<file path="config.mk">
export PLATFORM = sky130hd
export DESIGN_NAME = ts_mux_arbiter
export DESIGN_NICKNAME = d
export VERILOG_FILES = /design/src/rtl/ts_mux_arbiter.sv
export SDC_FILE = /design/constraint.sdc
export NUM_CORES = 1
export LEC_CHECK = 0
export CAP_MARGIN = 10
export CORE_UTILIZATION = 49
export DETAILED_ROUTE_END_ITERATION = 10
export GPL_ROUTABILITY_DRIVEN = 0
export PLACE_DENSITY_LB_ADDON = 0.25
export SLEW_MARGIN = 20
export SYNTH_ARGS = -nofsm -noshare
export SYNTH_HDL_FRONTEND = slang
export SYNTH_SLANG_ARGS = --single-unit
</file>
<file path="constraint.sdc">
create_clock -name CLK -period 2.7 [get_ports CLK]
set_input_delay 0.81 -clock CLK [delete_from_list [all_inputs] [get_ports CLK]]
set_output_delay 0.81 -clock CLK [all_outputs]
set_load 0.01 [all_outputs]
</file>
<file path="src/rtl/ts_mux_arbiter.sv">
// ts_mux_arbiter: packet-granular round-robin scheduler for four TS FIFOs.
// Ports:
//   CLK, RST (sync, active-low)
//   OUT_EN      byte-rate strobe
//   CH_EN       channel enable mask
//   PKT_READY   per-FIFO "whole packet available"
//   DATA_IN_0..3 FIFO read data, valid one cycle after RD_EN
//   RD_EN       one-hot read strobe to the granted FIFO
//   DATA_OUT    muxed TS byte
//   D_VALID_OUT byte valid
//   P_SYNC_OUT  first byte of each packet
//   SEL         granted channel, held for the whole packet
//   NULL_ACTIVE null packet in progress
//   SYNC_ERR    granted packet's first byte was not SYNC_BYTE
module ts_mux_arbiter #(
  parameter int unsigned PKT_LEN     = 188,
  parameter bit          NULL_INSERT = 1'b1,
  parameter logic [7:0]  SYNC_BYTE   = 8'h47
) (
  input  logic       CLK,
  input  logic       RST,
  input  logic       OUT_EN,
  input  logic [3:0] CH_EN,
  input  logic [3:0] PKT_READY,
  input  logic [7:0] DATA_IN_0,
  input  logic [7:0] DATA_IN_1,
  input  logic [7:0] DATA_IN_2,
  input  logic [7:0] DATA_IN_3,
  output logic [3:0] RD_EN,
  output logic [7:0] DATA_OUT,
  output logic       D_VALID_OUT,
  output logic       P_SYNC_OUT,
  output logic [1:0] SEL,
  output logic       NULL_ACTIVE,
  output logic       SYNC_ERR
);

  localparam int CW = (PKT_LEN > 1) ? $clog2(PKT_LEN) : 1;
  localparam logic [CW-1:0] LAST = CW'(PKT_LEN - 1);

  typedef enum logic [1:0] {
    S_ARB  = 2'd0,
    S_SEND = 2'd1,
    S_NULL = 2'd2
  } state_e;

  state_e      state_q;
  logic [CW-1:0] cnt_q;
  logic [1:0]  ptr_q;
  logic [1:0]  sel_q;
  logic        null_q;

  // stage 1: what was fetched in the previous cycle
  logic        v1_q;
  logic        sof1_q;
  logic        nul1_q;
  logic [7:0]  nb1_q;
  logic [1:0]  ch1_q;

  // stage 2: output registers
  logic [7:0]  dout_q;
  logic        dv_q;
  logic        ps_q;
  logic        se_q;

  logic [3:0]  req;
  logic        hit;
  logic [1:0]  pick;
  logic [1:0]  idx;
  logic        adv;
  logic [7:0]  null_byte;
  logic [7:0]  ch_byte;
  logic [7:0]  byte1;

  // rotating search starting just after the last grant
  always_comb begin
    req  = PKT_READY & CH_EN;
    hit  = 1'b0;
    pick = 2'd0;
    idx  = 2'd0;
    for (int k = 1; k <= 4; k++) begin
      idx = ptr_q + 2'(k);
      if (!hit && req[idx]) begin
        hit  = 1'b1;
        pick = idx;
      end
    end
  end

  assign adv = (state_q != S_ARB) && OUT_EN;

  // null packet: PID 0x1FFF header, 0xFF stuffing
  always_comb begin
    null_byte = 8'hFF;
    if (cnt_q == CW'(0))      null_byte = SYNC_BYTE;
    else if (cnt_q == CW'(1)) null_byte = 8'h1F;
    else if (cnt_q == CW'(2)) null_byte = 8'hFF;
    else if (cnt_q == CW'(3)) null_byte = 8'h10;
  end

  always_comb begin
    ch_byte = DATA_IN_0;
    unique case (ch1_q)
      2'd0: ch_byte = DATA_IN_0;
      2'd1: ch_byte = DATA_IN_1;
      2'd2: ch_byte = DATA_IN_2;
      2'd3: ch_byte = DATA_IN_3;
    endcase
  end

  assign byte1 = nul1_q ? nb1_q : ch_byte;

  assign RD_EN = (state_q == S_SEND && OUT_EN)
               ? (4'b0001 << sel_q) : 4'b0000;

  always_ff @(posedge CLK) begin
    if (!RST) begin
      state_q <= S_ARB;
      cnt_q   <= '0;
      ptr_q   <= 2'd3;
      sel_q   <= 2'd0;
      null_q  <= 1'b0;
      v1_q    <= 1'b0;
      sof1_q  <= 1'b0;
      nul1_q  <= 1'b0;
      nb1_q   <= 8'h00;
      ch1_q   <= 2'd0;
      dout_q  <= 8'h00;
      dv_q    <= 1'b0;
      ps_q    <= 1'b0;
      se_q    <= 1'b0;
    end else begin
      v1_q   <= adv;
      sof1_q <= adv && (cnt_q == '0);
      nul1_q <= (state_q == S_NULL);
      nb1_q  <= null_byte;
      ch1_q  <= sel_q;

      dv_q <= v1_q;
      ps_q <= v1_q && sof1_q;
      se_q <= v1_q && sof1_q && !nul1_q
              && (ch_byte != SYNC_BYTE);
      if (v1_q) dout_q <= byte1;

      unique case (state_q)
        S_ARB: begin
          if (hit) begin
            sel_q   <= pick;
            ptr_q   <= pick;
            state_q <= S_SEND;
          end else if (NULL_INSERT) begin
            null_q  <= 1'b1;
            state_q <= S_NULL;
          end
        end
        S_SEND, S_NULL: begin
          if (OUT_EN) begin
            if (cnt_q == LAST) begin
              cnt_q   <= '0;
              null_q  <= 1'b0;
              state_q <= S_ARB;
            end else begin
              cnt_q <= cnt_q + 1'b1;
            end
          end
        end
        default: state_q <= S_ARB;
      endcase
    end
  end

  assign DATA_OUT    = dout_q;
  assign D_VALID_OUT = dv_q;
  assign P_SYNC_OUT  = ps_q;
  assign SEL         = sel_q;
  assign NULL_ACTIVE = null_q;
  assign SYNC_ERR    = se_q;

endmodule

</file>
==> flow_summary.ini <==
[outcome]
status = completed

[routing]
viasPerCell = 5.33
num_vias = 1642
drc = 0
drt_iter0_drc = 77
routedWlPerCell_um = 12.8
drt-total-wl_um = 3930
antenna_left = 0
drt_pre_antenna_iters = 4

[finish]
diodes = 0
nFillCells = 265
area_growth_pct = 39.3
drive_gt1_share_pct = 5.73
multiInputGateArea_sq_um = 1000
mostFrequentLayoutCell = clkdlybuf4s50_1
final_cell_mix = 56 x clkdlybuf4s50_1, 36 x dfxtp_1, 32 x nand2_1, 19 x nor2_1, 11 x o21ai_0
finish.utilization_pct = 73.2
nets = 312
seqCellArea_sq_um = 721

[critical_path]
r2r-start = ch1_q[0]$_SDFF_PN0_
reg2reg_slack_ns = 0.78
crit_fanout = 3
setup.worst_path.end = RD_EN[0]
path_class = primary input to output port
r2r_cells = 4
crit_path_start_kind = primary input
cp-end-kind = output port
critical_path_required_ns = 1.89
reg2reg_to = SYNC_ERR$_SDFF_PN0_
cp.arrival_ns = 1.80
worstSetupStartpoint = OUT_EN

[cts]
ctsHoldBuffers = 0
h-tree-depth = 2
cts_max_path_buffers = 2
clkTransAtPathRegs_ns = 0.09
cts_buffers = 5
cts_root_buffer = clkbuf_4
cts_tree = built
clock-sinks = 36
insertion_delay_ns = 0.34

[worst_hold_path]
min_from = nb1_q[6]$_SDFF_PN0_
hp-class = flip-flop to flip-flop

[sta]
slew_headroom_pct = 65.2
max_slew.worst_pin.slew_ns = 0.520
fin_crit_ns = 2.61
fin_crit_sh_pct = 96.6
final-setup-viol-count = 0
rsz0062_at_grt = no
skew_ns = 0.00554
setup_ws_ns = 0.0928
fin_setup_tns_ns = 0
timing.hold.ws_ns = 0.460
hold_viol_final = 0
slew_viol_final = 0
fmax_mhz = 384

[grt]
grt_pass1_vias = 1541
overflow = 0
grt_pass1_wl_um = 6740
grt_max_degree = 18
grt_util_all_layers_pct = 21.8
antenna_found_initial = 0

[placed_design]
hpwl_um = 3080
place_ws_ns = -0.240
port_buffers = 60

[floorplan]
dieArea_sq_um = 3910
die_x_um = 62.5
floorplan.initialDensity_pct = 52.5
die_height_um = 62.5
placementRows = 21
core_area_sq_um = 3420
ios = 61

[logic_synthesis]
synth_edf_count = 0
ys_types = 36
ys_async_sr_fraction_pct = 0
seq_area_frac_synth_pct = 40.2
synthFlopType = dfxtp_1
avgSynthCellArea_sq_um = 9.06
synth_seq_cells = 36
syn-num-nets = 248
ys.warnings.count = 0
synthCells = 198
synth_area_sq_um = 1790

[job]
maxCapViolations = 0

[pwr]
power_uw = 1350
powerDensity_nw_per_um2 = 539
vdd_drop_max_uv = 419
leakagePower_uw = 0.000982
==> metal layers <==
layer | vias to the layer above | share of wire (%) | global-route usage (%)
met1 | 751 | 47 | 27.9
li1 | 834 | - | -
met2 | 43 | 45 | 32.9
met3 | 14 | 4.9 | 6.20
met4 | 0 | 2.9 | 12.2
met5 | - | 0 | 0
==> critical path, stage by stage <==
cell	delay, ns
clkdlybuf4s50_1	0.50
nand2_1	0.09
nor3_1	0.12
dlygate4sd2_1	0.28
==> synth_stat cells, drive strengths merged, types with 5 or more instances <==
cell type	number	area, sq um
inv	9	33.8
nand3	6	30.0
ha	7	87.6
a21boi	5	37.5
nor2	19	71.3
dfxtp	36	721
a31oi	6	37.5
nor3	7	35.0
xnor2	5	43.8
nand2	32	120
mux4	8	199
and2	6	37.5
o21ai	13	65.1
==> worst min-delay path by stage <==
| stage | endpoint | cells past startpoint |
|---|---|---|
| final | DATA_OUT[6]$_SDFFE_PN0P_ | 2 |
| after global routing | DATA_OUT[4]$_SDFFE_PN0P_ | 2 |
| after CTS | DATA_OUT[6]$_SDFFE_PN0P_ | 2 |
| after detailed placement | DATA_OUT[6]$_SDFFE_PN0P_ | 2 |
| after global placement | DATA_OUT[6]$_SDFFE_PN0P_ | 2 |
| after floorplan | DATA_OUT[6]$_SDFFE_PN0P_ | 2 |
==> repair_timing <==
action                                  4_1_cts  5_1_grt
setup buffers                                 0        0
endpoints found under the hold margin         0        0
gates resized for setup                       4        2
endpoints found under the setup margin        4        1
==> layout make-up <==
cell class / instances / area share (%)
clock buffer: 7 / 2.60
inverter: 10 / 1.50
multi-input combinational: 146 / 40.2
sequential: 36 / 28.8
tap: 46 / 2.30
timing repair buffer: 63 / 24.6
==> flip-flops by register name, summed over array words and instances, names as in the netlist <==
register	count
nb1_q	5
sof1_q	1
ptr_q	2
DATA_OUT	8
state_q	2
SEL	2
NULL_ACTIVE	1
SYNC_ERR	1
P_SYNC_OUT	1
v1_q	1
cnt_q	8
nul1_q	1
D_VALID_OUT	1
ch1_q	2
==> power by group <==
part           switching [uW]  internal, uW
Sequential               55.9           590
Combinational             175           214
Clock                     166           147
Total                     398           951
==> logic make-up after synthesis <==
| family | synth area share (%) |
|---|---|
| multiplexers | 12.2 |
| buffers and inverters | 3.83 |
| AND/OR/NAND/NOR | 23.4 |
| AO/OA/AOI/OAI | 12.6 |
| flip-flops | 40.2 |
| XOR/XNOR | 2.93 |
| adder cells (fa/ha/maj) | 4.88 |
==> through the flow <==
step                      std cells  area, sq um
after floorplan                 198         1790
after global placement          301         2440
after detailed placement        301         2440
after CTS                       308         2500
after global routing            308         2500
final                           308         2500
(Power assumes the default switching activity.)
